$ cat src/rtl/clock_tap_tracker.sv
// rtl/clock_tap_tracker.sv - averages phase-difference samples and steps a delay tap toward TARGET.
// Optional manual tap stepping via btn_up/btn_down is enabled by defining CLOCK_TAP_MANUAL_EN.
module clock_tap_tracker #(
  parameter int TAP_INITIAL    = 50,
  parameter int TAP_MAX        = 499,
  parameter int TARGET         = 0,
  parameter int DEADBAND       = 2,
  parameter int AVG_LOG2       = 3,
  parameter int SETTLE_SAMPLES = 4,
  parameter int LOCK_COUNT     = 4
) (
  input  logic               eclk,
  input  logic               ereset,
  input  logic signed [15:0] diffticks,
  input  logic               diff_valid,
  input  logic               btn_up,
  input  logic               btn_down,
  output logic [8:0]         clock_tap,
  output logic               locked,
  output logic               tap_changed
);

  localparam int ACC_W = 16 + AVG_LOG2;
  localparam int CNT_W = AVG_LOG2 + 1;
  localparam int SW    = (SETTLE_SAMPLES < 1) ? 1 : $clog2(SETTLE_SAMPLES + 1);
  localparam int LW    = (LOCK_COUNT < 1) ? 1 : $clog2(LOCK_COUNT + 1);

  localparam logic [CNT_W-1:0]  CNT_LAST    = CNT_W'((1 << AVG_LOG2) - 1);
  localparam logic [SW-1:0]     SETTLE_LAST = SW'(SETTLE_SAMPLES - 1);
  localparam logic [LW-1:0]     LOCK_T      = LW'(LOCK_COUNT);
  localparam logic [8:0]        TAP_MAX_T   = 9'(TAP_MAX);
  localparam logic [8:0]        TAP_INIT_T  = 9'(TAP_INITIAL);
  localparam logic signed [17:0] TARGET_T   = 18'(TARGET);
  localparam logic signed [17:0] DB_T       = 18'(DEADBAND);
  localparam logic signed [17:0] NEG_DB_T   = 18'(-DEADBAND);

  typedef enum logic [1:0] {S_INIT, S_ACCUM, S_DECIDE, S_SETTLE} state_t;
  localparam state_t S_AFTER_CHANGE = (SETTLE_SAMPLES == 0) ? S_ACCUM : S_SETTLE;

  state_t                   state_q, state_d;
  logic signed [ACC_W-1:0]  acc_q, acc_d;
  logic [CNT_W-1:0]         cnt_q, cnt_d;
  logic [SW-1:0]            settle_q, settle_d;
  logic [LW-1:0]            lock_q, lock_d;
  logic                     locked_q, locked_d;
  logic [8:0]               tap_q, tap_d;
  logic                     changed_q, changed_d;

  logic signed [17:0] avg18, err;
  logic               want_up, want_down, auto_inc, auto_dec, auto_move;
  logic               cnt_last, settle_last;
  logic               man_step, man_up;

  // avg always fits 16 bits, so the cast to 18 bits only drops sign copies
  assign avg18      = 18'(acc_q >>> AVG_LOG2);
  assign err        = avg18 - TARGET_T;
  assign want_up    = err > DB_T;
  assign want_down  = err < NEG_DB_T;
  assign auto_inc   = want_up && (tap_q != TAP_MAX_T);
  assign auto_dec   = want_down && (tap_q != 9'd0);
  assign auto_move  = auto_inc || auto_dec;
  assign cnt_last   = (cnt_q == CNT_LAST);
  assign settle_last = (settle_q == SETTLE_LAST);

`ifdef CLOCK_TAP_MANUAL_EN
  assign man_step = (btn_up ^ btn_down) && (state_q != S_INIT);
  assign man_up   = btn_up;
`else
  logic unused_btn;
  assign unused_btn = btn_up | btn_down;
  assign man_step   = 1'b0;
  assign man_up     = 1'b0;
`endif

  always_ff @(posedge eclk) begin
    if (ereset) begin
      state_q   <= S_INIT;
      acc_q     <= '0;
      cnt_q     <= '0;
      settle_q  <= '0;
      lock_q    <= '0;
      locked_q  <= 1'b0;
      tap_q     <= TAP_INIT_T;
      changed_q <= 1'b0;
    end else begin
      state_q   <= state_d;
      acc_q     <= acc_d;
      cnt_q     <= cnt_d;
      settle_q  <= settle_d;
      lock_q    <= lock_d;
      locked_q  <= locked_d;
      tap_q     <= tap_d;
      changed_q <= changed_d;
    end
  end

  always_comb begin
    state_d = state_q;
    case (state_q)
      S_INIT:   state_d = S_ACCUM;
      S_ACCUM:  if (diff_valid && cnt_last) state_d = S_DECIDE;
      S_DECIDE: state_d = auto_move ? S_AFTER_CHANGE : S_ACCUM;
      S_SETTLE: if (diff_valid && settle_last) state_d = S_ACCUM;
      default:  state_d = S_INIT;
    endcase
    if (man_step) state_d = S_AFTER_CHANGE;
  end

  always_comb begin
    acc_d     = acc_q;
    cnt_d     = cnt_q;
    settle_d  = settle_q;
    lock_d    = lock_q;
    locked_d  = locked_q;
    tap_d     = tap_q;
    changed_d = 1'b0;
    case (state_q)
      S_INIT: begin
        acc_d = '0;
        cnt_d = '0;
      end
      S_ACCUM: begin
        if (diff_valid) begin
          acc_d = acc_q + ACC_W'(diffticks);
          cnt_d = cnt_q + CNT_W'(1);
        end
      end
      S_DECIDE: begin
        acc_d    = '0;
        cnt_d    = '0;
        settle_d = '0;
        if (auto_inc || auto_dec) begin
          tap_d     = auto_inc ? tap_q + 9'd1 : tap_q - 9'd1;
          changed_d = 1'b1;
          lock_d    = '0;
          locked_d  = 1'b0;
        end else if (want_up || want_down) begin
          lock_d   = '0;
          locked_d = 1'b0;
        end else begin
          if (lock_q != LOCK_T) lock_d = lock_q + LW'(1);
          locked_d = (lock_d == LOCK_T);
        end
      end
      S_SETTLE: begin
        if (diff_valid) begin
          if (settle_last) begin
            settle_d = '0;
            acc_d    = '0;
            cnt_d    = '0;
          end else begin
            settle_d = settle_q + SW'(1);
          end
        end
      end
      default: ;
    endcase
    // a manual step overrides whatever the automatic path decided this cycle
    if (man_step) begin
      acc_d     = '0;
      cnt_d     = '0;
      settle_d  = '0;
      lock_d    = '0;
      locked_d  = 1'b0;
      tap_d     = tap_q;
      changed_d = 1'b0;
      if (man_up && tap_q != TAP_MAX_T) begin
        tap_d     = tap_q + 9'd1;
        changed_d = 1'b1;
      end else if (!man_up && tap_q != 9'd0) begin
        tap_d     = tap_q - 9'd1;
        changed_d = 1'b1;
      end
    end
  end

  always_comb begin
    clock_tap   = tap_q;
    locked      = locked_q;
    tap_changed = changed_q;
  end

endmodule

$ cat config.mk
export PLATFORM = sky130hd
export DESIGN_NAME = clock_tap_tracker
export DESIGN_NICKNAME = d
export VERILOG_FILES = /design/src/rtl/clock_tap_tracker.sv
export SDC_FILE = /design/constraint.sdc
export NUM_CORES = 1
export LEC_CHECK = 0
export ABC_AREA = 0
export BUFFER_PORTS_ARGS = -buffer_cell sky130_fd_sc_hd__buf_2
export CAP_MARGIN = 20
export CORE_MARGIN = 3
export CORE_UTILIZATION = 48
export DETAILED_ROUTE_END_ITERATION = 12
export GPL_TIMING_DRIVEN = 0
export PLACE_DENSITY = 0.67
export SYNTH_ARGS = -nofsm -noshare
export SYNTH_HDL_FRONTEND = slang
export SYNTH_SLANG_ARGS = --single-unit
$ cat constraint.sdc
create_clock -name eclk -period 6.95 [get_ports eclk]
set_clock_uncertainty 0.05 [all_clocks]
set_input_delay 1.7375 -clock eclk [delete_from_list [all_inputs] [get_ports eclk]]
set_output_delay 1.7375 -clock eclk [all_outputs]
set_load 0.005 [all_outputs]
Yosys cells after proc, flatten, opt, wreduce, memory -nomap -nowiden
Cells that the tools add are included.
{ "classes": {"add_sub_neg": 6, "n_lt_le_gt_ge": 2, "eq_ne": 13, "mux": 25, "n_bitwise": 1, "reduce_logical": 15} }
{ "ops": {"columns": ["operator", "count"], "rows": [
  ["$mux W19", 3],
  ["$pmux W19 S3", 1],
  ["$mux W3", 8],
  ["$add A19 B16 Y19", 1],
  ["$gt A16 B3 Y1 const B", 1],
  ["$lt A16 B2 Y1 const B", 1],
  ["$mux W4", 3],
  ["$pmux W4 S3", 1],
  ["$ne A2 B2 Y1 const B", 5],
  ["$add A9 B1 Y9 const B", 1],
  ["$mux W9", 1],
  ["$ne A9 B9 Y1 const B", 1],
  ["$reduce_bool A9 Y1", 1],
  ["$sub A9 B1 Y9 const B", 1],
  ["$pmux W2 S4", 1],
  ["$add A3 B1 Y3 const B", 2],
  ["$mux W2", 3],
  ["$pmux W3 S2", 1],
  ["$reduce_and A2 Y1", 3],
  ["$add A4 B1 Y4 const B", 1],
  ["$eq A2 B2 Y1 const B", 2],
  ["$eq A4 B3 Y1 const B", 1],
  ["$logic_and A1 B1 Y1", 4],
  ["$reduce_or A2 Y1", 2],
  ["10 further kinds", 13]
]} }
{ "totals": {"register_bits": 42, "input_bits": 21, "output_inout_bits": 11, "wordCells": 70} }

Longest topological paths before layout
Gate-level depths: netlist of the first run.
{ "logic_depth": {"ltp_word": 8, "mapped_depth": 11, "depth_no_buf": 11} }

Worst setup path before layout of the first run
No wires, ideal clock.
{ "synth_timing": {"kind": "input to register", "start": "in diffticks[0]", "end": "reg acc_q[18]", "setup_ns": 0.124, "t_arrival_ns": 3.520, "required_ns": 6.776, "path_slack_ns": 3.256, "path_stages": 8, "n_path_buf": 0, "cell_sequence": "ha_1 fa_1 a21o_1 a2111oi_4 o211ai_2 a221oi_2 a21o_1 nand3_1"} }
{ "synth_via": {"elab_chain_cells": 3} }
{ "synth_lines": {"columns": ["element", "line", "source"], "rows": [
  ["start, declared", "14", "input logic signed [15:0] diffticks,"],
  ["$add A19 B16 Y19", "124", "acc_d = acc_q + ACC_W'(diffticks);"],
  ["$mux W19", "123", "if (diff_valid) begin"],
  ["$pmux W19 S3", "117", "case (state_q)"],
  ["end signal, assigned", "78", "acc_q <= '0;"],
  ["end signal, assigned", "87", "acc_q <= acc_d;"],
  ["end, declared", "41", "logic signed [ACC_W-1:0] acc_q, acc_d;"]
]} }
Every way passes these cells. The select of a mux whose other input is x is not followed.
A chain may end at the register's enable or synchronous reset.

Final worst setup path of the first run
Ends and elaborated chain as after synthesis.

==> results of run 1 <==
## routing by layer
metal	up-vias	track usage, %	routed length [microns]
li1	1511	-	-
met1	1333	27.30	3500
met2	41	33.29	3308
met3	5	3.027	228
met4	0	4.881	58
met5	-	0	0
## stage by stage
stage	utilization [%]	setup slack [ns]	power, uW	std cells	instance area (sq um)
CTS	55.09	3.211	765.0	501	3518
global placement	53.62	2.921	587.4	493	3425
floorplan	-	3.256	528.9	387	3183
global route	55.09	3.093	823.5	501	3518
detailed placement	53.62	2.881	594.1	493	3425
finish	55.09	3.170	755.8	501	3518
## final cells by class
class	instances	area [sq um]	share of cell area (%)
timing repair buffer	29	145.1	4.125
sequential	42	840.8	23.90
inverter	19	71.32	2.027
buffer	15	63.81	1.814
clock buffer	5	68.82	1.956
multi-input combinational	311	2207	62.73
tap	77	96.34	2.738
clock inverter	3	25.02	0.7112
## registers in the layout (all words and copies together), names as in the netlist
name and count:
locked 1, tap_changed 1, clock_tap 9, state_q 2, lock_q 3, acc_q 19, settle_q 3, cnt_q 4
## worst reg2reg max path, cell delays in order (launching register included)
cell and delay, ns:
dfxtp_1 0.35, nor4_1 0.43, a41oi_1 0.33, o41ai_4 0.21, inv_2 0.13, fa_1 0.44
nor2b_1 0.18, o2111ai_1 0.15, a31oi_1 0.20, xnor2_1 0.11, or3_1 0.33, a21oi_1 0.13
## cells by family (layout without fill, tap and decap cells)
logic type / after synthesis / after routing
adder cells (fa/ha/maj): 35 / 35
multiplexers: 8 / 8
XOR/XNOR: 19 / 19
AO/OA/AOI/OAI: 116 / 116
flip-flops: 42 / 42
buffers and inverters: 34 / 71
AND/OR/NAND/NOR: 133 / 133
## worst max-delay path by stage
stage	from	to	slack (ns)
6_report	diffticks[0]	acc_q[18]	3.17
5_1_grt	diffticks[0]	acc_q[18]	3.09
4_1_cts	diffticks[0]	acc_q[18]	3.21
3_5_place_dp	diffticks[0]	acc_q[18]	2.88
3_3_place_gp	diffticks[0]	acc_q[18]	2.92
2_1_floorplan	diffticks[0]	acc_q[18]	3.26
## Yosys cell counts, types with 4 or more instances
| library cell | number | share of area (%) |
|---|---|---|
| dfxtp_1 | 42 | 26 |
| nor2_1 | 35 | 4.1 |
| ha_1 | 33 | 13 |
| a21oi_1 | 32 | 5.0 |
| nand2_1 | 26 | 3.1 |
| o21ai_0 | 21 | 3.3 |
| inv_1 | 18 | 2.1 |
| clkbuf_1 | 14 | 1.7 |
| xnor2_1 | 14 | 3.9 |
| a22oi_1 | 11 | 2.6 |
| nand3_1 | 11 | 1.7 |
| a21o_1 | 9 | 2.1 |
| and3_1 | 8 | 1.6 |
| mux2i_1 | 8 | 2.5 |
| nand3b_1 | 8 | 1.9 |
| nor3_1 | 8 | 1.3 |
| nand4_1 | 7 | 1.4 |
| nor3b_1 | 6 | 1.4 |
| o21bai_1 | 6 | 1.4 |
| a211oi_1 | 5 | 1.2 |
| nand2b_1 | 5 | 0.98 |
| or3_1 | 5 | 0.98 |
| xor2_1 | 5 | 1.4 |
| a211o_2 | 4 | 1.3 |
| a31oi_1 | 4 | 0.79 |
## power groups by stage
| stage | logic, uW | registers [uW] | clock network (uW) |
|---|---|---|---|
| 2_1_floorplan | 258 | 270 | 0 |
| 3_3_place_gp | 313 | 274 | 0 |
| 3_5_place_dp | 319 | 275 | 0 |
| 4_1_cts | 321 | 269 | 175 |
| 5_1_grt | 370 | 272 | 182 |
| 6_report | 320 | 269 | 166 |
==> flow_summary_export.csv, run 1 <==
group,metric,value,unit
pwr,power_frac_comb,42.3,%
synthesis,post_synth_num_cell_types,55,
synthesis,synth-compound-area-share,25.83,%
setup_path,worst-path-stages,9,
floorplanning,die-area,7645,sq um
synthesis,synth_top_family_by_area,"compound AO/OA/AOI/OAI gates",
pwr,seqPwrFrac,35.6,%
setup_path,slowest_delay,0.46,ns
setup_path,cp_top_family,"compound AO/OA/AOI/OAI gates",
detailed_routing,vias,2890,
global_route,grt_max_degree,16,
global_route,grt_pass1_vias,2747,
synthesis,syn_area,3183,sq um
floorplanning,fp.dieH,87.44,microns
final_layout,diodes,0,
synthesis,syn_area_per_cell,8.225,sq um
timing,tns,0,ns
synthesis,yosysWarnings,0,
setup_path,r2r_start,"acc_q[10]",
clock_network,cts_tree,"built",
clock_network,cts_hold_buf,0,
timing,worst_hold_slack,0.4175,ns
floorplanning,ioPinCount,32,
final_layout,mostFrequentLayoutCell,"dfxtp_1",
synthesis,synth_edf_count,0,
setup_path,worstPathArrival,3.92,ns
setup_path,cp_cell_sequence,"buf_2, ha_1, fa_1, a21o_1, a2111oi_4, o211ai_2, a221oi_2, a21o_1, nand3_1",
clock_network,cts_buffers,5,
setup_path,crit_top_cell,"a21o_1",
synthesis,ys_ff_latch,42,
final_layout,fill_cells,642,
synthesis,synth_cells,387,
final_layout,drive_gt1_share,12.26,%
floorplanning,rows,29,
run,drv_cap,0,
clock_network,cts-root-buf,"clkbuf_8",
timing,slew_headroom,47.47,%
pwr,power.share.clock,22.0,%
setup_path,worst_r2r_path_depth,11,
setup_path,path_class,"in -> reg",
timing,final-hold-violation-count,0,
floorplanning,die_w,87.44,microns
pwr,ir_worst_vdd,0.1295,mV
setup_path,path_max_fanout,4,
setup_path,reg2reg_to,"clock_tap[8]",
hold_path,holdCritPathClass,"reg -> reg",
detailed_routing,first_iter_violations,138,
timing,maxSlewViolCount,0,
timing,setup_violations,0,
clock_network,cts.reportedPaths.clkPinSlew,0.09,ns
synthesis,ys_seq_area_share,26.42,%
synthesis,synthSimpleGateAreaFrac,21.54,%
setup_path,cp_data_required_time,7.09,ns
synthesis,yosys_most_used_dff,"dfxtp_1",
pwr,p_leak,0.001506,uW
placement,port_buffers,29,
placement,dp_hpwl,5.427,mm
clock_network,cts_post_setup_buffers_inserted,0,
global_route,grt_first_pass_wirelength,12.38,mm
final_layout,area_growth,10.53,%
outcome,outcome,"completed",
clock_network,cts_resized,0,
detailed_routing,routedWlPerCell,14.16,microns
timing,worstMarginPinSlew,0.7851,ns
hold_path,hold-path-cell-count,2,
synthesis,synth-xor-area-share,5.228,%
global_route,overflow,0,
synthesis,synthAdderAreaFrac,14.23,%
detailed_routing,drc,0,
setup_path,start_kind,"primary input",
setup_path,critPathBufInv,1,
setup_path,rrSetupSlack,3.86,ns
timing,fmax,264.5,MHz
placement,gp_congestion,0.8439,
global_route,grt_antenna_before_repair,0,
clock_network,clk_path_buf_depth,2,
detailed_routing,viasPerCell,5.768,
synthesis,ys_async_sr_fraction,0,%
floorplanning,start_util,49.84,%
global_route,track_usage,20.10,%
clock_network,clock_latency,0.30,ns
timing,rsz0062_at_grt,"false",
clock_network,cts_num_sinks,42,
synthesis,synth.mux.area_fraction,2.516,%
timing,post-route-period-util,54.39,%
floorplanning,core,6386,sq um
setup_path,crit_slowest_cell,"a2111oi_4",
detailed_routing,routed_wl,7.095,mm
clock_network,htree_levels,2,
pwr,power_switching,291.2,uW
pwr,internal-power,464.7,uW
timing,fin_crit,3.780,ns
detailed_routing,drt-pass1-iter-count,5,
setup_path,critPathCaptureType,"register",
synthesis,syn_nets,443,
pwr,power_density,214.8,nW/um^2
final_layout,layout.nets,479,
detailed_routing,postRouteAntennaNets,0,
pwr,sw_frac_of_total,38.53,%
hold_path,whs_endpoint,"locked",
hold_path,hp-start,"locked",
final_layout,layout_common_cells,"dfxtp_1 (42), nor2_1 (35), ha_1 (33)",
Power figures use the tool's default switching activity.
==> inputs of run 2 (changes only) <==
- ABC_AREA: 0 -> 1
- PLACE_DENSITY: 0.67 -> 0.7
- clock period: 6.95 -> 3.2 ns (I/O delays scaled with it)
==> flow_summary_export.csv, run 2 <==
group,metric,value,unit
setup_path,slowest_delay,0.44,ns
setup_path,cp_top_family,"simple AND/OR/NAND/NOR gates",
clock_network,cts-root-buf,"clkbuf_8",
clock_network,clk_path_buf_depth,2,
timing,rsz0062_at_grt,"false",
synthesis,yosysTopAreaCell,"dfxtp_1",
detailed_routing,viasPerCell,5.421,
final_layout,largest_register_ffs,19,
hold_path,hp-start,"settle_q[2]",
timing,maxSlewViolCount,0,
synthesis,synth_edf_count,0,
pwr,power_density,922.9,nW/um^2
floorplanning,fp.dieH,86.74,microns
synthesis,syn_area,3129,sq um
setup_path,start_kind,"register",
detailed_routing,drt-pass1-iter-count,5,
placement,dp_slack,0.5970,ns
synthesis,synth.most_common_cell,"nand2_1",
detailed_routing,routed_wl,7.618,mm
detailed_routing,postRouteAntennaNets,0,
hold_path,holdCritPathClass,"reg -> reg",
pwr,power_switching,1589,uW
synthesis,synth.area.top_cells,"dfxtp_1 (27%), nand2_1 (16%), ha_1 (13%)",
global_route,overflow,0,
global_route,grt_pass1_vias,2862,
synthesis,synth_common_cells,"nand2_1 (130), a21oi_1 (68), nor2_1 (50), dfxtp_1 (42), inv_1 (41)",
timing,setup_violations,0,
final_layout,mostFrequentLayoutCell,"nand2_1",
clock_network,cts_resized,0,
floorplanning,die-area,7524,sq um
floorplanning,start_util,51.04,%
pwr,internal-power,1591,uW
outcome,outcome,"completed",
synthesis,ys_ff_latch,42,
final_layout,layout.nets,567,
detailed_routing,routedWlPerCell,13.02,microns
timing,slew_headroom,62.64,%
setup_path,cp_cell_sequence,"nand3_1, nand3b_1, nand3_2, inv_1, fa_1, o21ai_2, nand2_1, o21ai_0, xor2_1, nor2_1, nor2_1",
hold_path,whs_endpoint,"settle_q[2]",
floorplanning,ioPinCount,32,
synthesis,post_synth_num_cell_types,31,
setup_path,cp_data_required_time,3.38,ns
clock_network,cts_hold_buf,0,
hold_path,hold-path-cell-count,2,
synthesis,yosysWarnings,0,
final_layout,top_register,"acc_q",
timing,worstMarginPinSlew,0.5604,ns
clock_network,htree_levels,2,
detailed_routing,drc,0,
global_route,grt_max_degree,12,
clock_network,clock_latency,0.29,ns
pwr,ir_worst_vdd,0.7032,mV
clock_network,cts_num_sinks,42,
pwr,seqPwrFrac,24.4,%
timing,layout_setup_ws,0.7981,ns
synthesis,syn_nets,532,
final_layout,layout_common_cells,"nand2_1 (130), a21oi_1 (68), nor2_1 (50)",
setup_path,crit_path_start,"clock_tap[8]",
setup_path,rrSetupSlack,0.80,ns
setup_path,path_class,"reg -> reg",
clock_network,cts.reportedPaths.clkPinSlew,0.08,ns
floorplanning,die_w,86.74,microns
pwr,power.share.clock,10.9,%
synthesis,ys_seq_area_share,26.87,%
placement,dp_hpwl,6.035,mm
global_route,grt_antenna_before_repair,0,
timing,tns,0,ns
final_layout,area_growth,10.12,%
clock_network,cts_post_setup_buffers_inserted,0,
global_route,track_usage,21.11,%
floorplanning,rows,28,
setup_path,reg2reg_to,"clock_tap[6]",
clock_network,cts_buffers,5,
detailed_routing,first_iter_violations,140,
synthesis,synth_cells,476,
placement,port_buffers,28,
synthesis,yosys_most_used_dff,"dfxtp_1",
clock_network,cts_tree,"built",
setup_path,crit_slowest_cell,"dfxtp_1",
timing,fmax,416.3,MHz
timing,fin_crit,2.402,ns
final_layout,fill_cells,641,
setup_path,r2r_start,"clock_tap[8]",
detailed_routing,vias,3171,
pwr,sw_frac_of_total,49.97,%
setup_path,critPathBufInv,1,
setup_path,critPathCaptureType,"register",
setup_path,worstPathArrival,2.59,ns
setup_path,crit_top_cell,"nor2_1",
pwr,power_frac_comb,64.7,%
final_layout,drive_gt1_share,8.824,%
timing,final-hold-violation-count,0,
global_route,grt_first_pass_wirelength,12.82,mm
synthesis,synth_top_area_share,26.87,%
synthesis,syn_area_per_cell,6.574,sq um
setup_path,path_max_fanout,11,
synthesis,ys_async_sr_fraction,0,%
run,drv_cap,0,
timing,post-route-period-util,75.06,%
pwr,p_leak,0.001654,uW
final_layout,diodes,0,
setup_path,worst_r2r_path_depth,11,
placement,gp_congestion,0.9093,
floorplanning,core,6131,sq um
[run 2: stage by stage]
step	cell area [sq um]	util [%]	power [uW]	instances	hold WS, ns
finish	3446	56.20	3180	585	0.4125
global route	3446	56.20	3522	585	0.4325
CTS	3446	56.20	3161	585	0.4159
detailed placement	3363	54.86	2810	579	0.4060
global placement	3363	54.86	2761	579	0.3989
floorplan	3129	-	2373	476	0.3790
[run 2: worst max path at each step]
stage / end / slack (ns) / cells past startpoint
finish: clock_tap[6] / 0.80 / 11
global route: clock_tap[8] / 0.58 / 13
CTS: clock_tap[6] / 0.80 / 11
detailed placement: acc_q[16] / 0.60 / 12
global placement: acc_q[16] / 0.64 / 11
floorplan: acc_q[16] / 0.97 / 10
[run 2: logic make-up (layout without fill, tap and decap cells)]
family	after synthesis	after routing	share of synthesized area, %
adders and majority gates	35	35	14.47
AOI/OAI and AO/OA	108	108	18.35
buffers and inverters	50	84	6.397
DFF	42	42	26.87
xor gates and xnor gates	9	9	2.519
and+or+nand+nor	232	232	31.39
[run 2: worst register-to-register path, stage by stage (launching register included)]
cell      delay (ns)
dfxtp_1         0.44
nand3_1         0.10
nand3b_1        0.21
nand3_2         0.24
inv_1           0.09
fa_1            0.42
o21ai_2         0.22
nand2_1         0.08
o21ai_0         0.19
xor2_1          0.16
nor2_1          0.05
nor2_1          0.09
[run 2: power groups by stage]
stage / logic, uW / clock network [uW] / registers (uW)
CTS: 2040 / 349 / 776
global route: 2350 / 368 / 800
finish: 2060 / 346 / 776
detailed placement: 2020 / 0 / 788
global placement: 1980 / 0 / 784
floorplan: 1620 / 0 / 756
[run 2: routing by layer]
metal	global-route usage (%)	vias up	part of all wire, %
li1	-	1669	-
met1	29.29	1417	49
met2	34.28	78	46
met3	3.802	7	5.0
met4	4.391	0	0.63
met5	0	-	0
[run 2: area by class of cell]
type	count	area, sq um	area share [%]
Clock buffer	6	82.58	2.397
Inverter	42	157.7	4.575
Buffer	8	42.54	1.235
Timing Repair Buffer	28	140.1	4.067
Sequential cell	42	840.8	24.40
Multi-Input combinational cell	384	2088	60.60
Tap cell	75	93.84	2.723
==> inputs of run 3 (changes only) <==
- PLACE_DENSITY: 0.7 -> 0.67
- clock period: 3.2 -> 2.22 ns (I/O delays scaled with it)
==> flow_summary_export.csv, run 3 (synthesis gave the netlist of run 2 again) <==
group,metric,value,unit
final_layout,top_register,"acc_q",
final_layout,drive_gt1_share,20.42,%
final_layout,area_growth,20.63,%
setup_path,rrSetupSlack,0.06,ns
global_route,grt_first_pass_wirelength,13.02,mm
pwr,power.share.clock,10.6,%
pwr,p_leak,0.001753,uW
final_layout,fill_cells,582,
setup_path,critPathCaptureType,"register",
floorplanning,fp.dieH,86.74,microns
pwr,internal-power,3165,uW
detailed_routing,postRouteAntennaNets,0,
placement,dp_slack,-0.1833,ns
pwr,seqPwrFrac,19.8,%
placement,gp_congestion,0.9123,
floorplanning,die-area,7524,sq um
detailed_routing,routedWlPerCell,13.79,microns
final_layout,layout.nets,580,
setup_path,path_max_fanout,6,
pwr,sw_frac_of_total,46.41,%
setup_path,path_class,"reg -> reg",
run,drv_cap,0,
setup_path,r2r_start,"clock_tap[7]",
global_route,grt_pass1_vias,2884,
timing,post-route-period-util,97.14,%
clock_network,htree_levels,2,
global_route,grt_max_degree,13,
detailed_routing,routed_wl,8.262,mm
clock_network,cts_buffers,5,
final_layout,layout_common_cells,"nand2_1 (127), a21oi_1 (64), nor2_1 (44)",
floorplanning,ioPinCount,32,
clock_network,cts-root-buf,"clkbuf_8",
pwr,power_density,1564,nW/um^2
timing,rsz0062_at_grt,"true",
floorplanning,core,6131,sq um
timing,fin_crit,2.157,ns
clock_network,clk_path_buf_depth,2,
setup_path,start_kind,"register",
timing,final-hold-violation-count,0,
global_route,overflow,0,
setup_path,cp_top_family,"simple AND/OR/NAND/NOR gates",
outcome,outcome,"completed",
setup_path,reg2reg_to,"clock_tap[8]",
placement,port_buffers,28,
hold_path,whs_endpoint,"settle_q[2]",
detailed_routing,drt-pass1-iter-count,5,
timing,worstMarginPinSlew,0.6474,ns
placement,dp_hpwl,6.091,mm
timing,fmax,463.7,MHz
hold_path,hold-path-cell-count,2,
timing,setup_violations,0,
hold_path,hp-start,"settle_q[2]",
setup_path,critPathBufInv,2,
timing,maxSlewViolCount,0,
global_route,grt_antenna_before_repair,0,
setup_path,slowest_delay,0.40,ns
clock_network,cts_hold_buf,0,
final_layout,mostFrequentLayoutCell,"nand2_1",
global_route,track_usage,21.68,%
floorplanning,start_util,51.04,%
setup_path,cp_cell_sequence,"nand3_1, nand3b_1, nand3_4, buf_6, ha_4, a21oi_4, o21ai_4, buf_4, a21oi_4, nand3_1, nand2_1, nand2_1, a21oi_1",
pwr,power_switching,2741,uW
final_layout,largest_register_ffs,19,
setup_path,crit_slowest_cell,"dfxtp_2",
clock_network,cts.reportedPaths.clkPinSlew,0.08,ns
detailed_routing,viasPerCell,5.416,
pwr,power_frac_comb,69.5,%
clock_network,cts_num_sinks,42,
floorplanning,die_w,86.74,microns
setup_path,worst_r2r_path_depth,13,
hold_path,holdCritPathClass,"reg -> reg",
clock_network,cts_tree,"built",
floorplanning,rows,28,
clock_network,clock_latency,0.30,ns
pwr,ir_worst_vdd,1.666,mV
timing,layout_setup_ws,0.06346,ns
setup_path,worstPathArrival,2.34,ns
timing,slew_headroom,56.84,%
final_layout,diodes,0,
pwr,total_power,5906,uW
detailed_routing,first_iter_violations,191,
setup_path,cp_data_required_time,2.40,ns
detailed_routing,drc,0,
detailed_routing,vias,3244,
[run 3: cell types whose count changed in the layout (fill, tap and decap cells not counted), sizes merged]
cell,previous run,this run
buf,31,44
bufinv,0,1
[run 3: layout make-up]
type	count	area, sq um	share of cell area, %
plain buffers	8	42.54	1.127
clock buffers	6	82.58	2.188
well taps	75	93.84	2.486
clock inverters	1	30.03	0.7955
multi-input cells	384	2247	59.53
inverters	42	157.7	4.176
repair buffers	41	245.2	6.497
flip-flops and latches	42	875.8	23.20
[run 3: routing by layer]
| metal | share of wire, % | wire, microns | up-vias | global-route usage, % |
|---|---|---|---|---|
| li1 | - | - | 1693 | - |
| met1 | 50 | 4117 | 1481 | 30.47 |
| met2 | 45 | 3743 | 60 | 34.21 |
| met3 | 3.5 | 293 | 10 | 3.232 |
| met4 | 1.3 | 108 | 0 | 6.657 |
| met5 | 0 | 0 | - | 0 |
[run 3: tightest hold or removal path, stage by stage, from the launching register on]
cell       delay, ns
dfxtp_1         0.30
inv_1           0.06
a2111oi_0       0.06
[run 3: what timing repair did]
action / CTS / global route
pin swaps: 2 / 17
setup endpoints to repair: 4 / 5
setup buffers: 5 / 8
resized for setup: 22 / 38
[run 3: how the worst max path moves through the flow]
stage / to / startpoint / cells past startpoint / slack, ns
finish: clock_tap[8] / clock_tap[7] / 13 / 0.06
global route: clock_tap[6] / acc_q[8] / 13 / -0.08
detailed placement: clock_tap[6] / clock_tap[5] / 12 / -0.18
global placement: clock_tap[6] / clock_tap[5] / 12 / -0.14
floorplan: clock_tap[6] / clock_tap[8] / 11 / 0.10
CTS: clock_tap[8] / acc_q[3] / 14 / -0.007
[run 3: per-stage QoR]
stage | utilization, % | cells | TNS, ns | instance area (sq um) | hold WS (ns)
3_5_place_dp | 54.86 | 579 | -0.6518 | 3363 | 0.4047
3_3_place_gp | 54.86 | 579 | -0.5057 | 3363 | 0.3972
6_report | 61.57 | 599 | 0 | 3775 | 0.4157
2_1_floorplan | - | 476 | 0 | 3129 | 0.3790
5_1_grt | 61.57 | 599 | -0.1273 | 3775 | 0.4320
4_1_cts | 57.98 | 591 | -0.007261 | 3555 | 0.4147
[run 3: power groups by stage]
stage	registers, uW	logic [uW]	clock network (uW)
global placement	1130	2870	0
CTS	1140	3220	645
floorplan	1090	2330	0
global route	1200	4540	664
detailed placement	1140	2930	0
finish	1170	4110	628
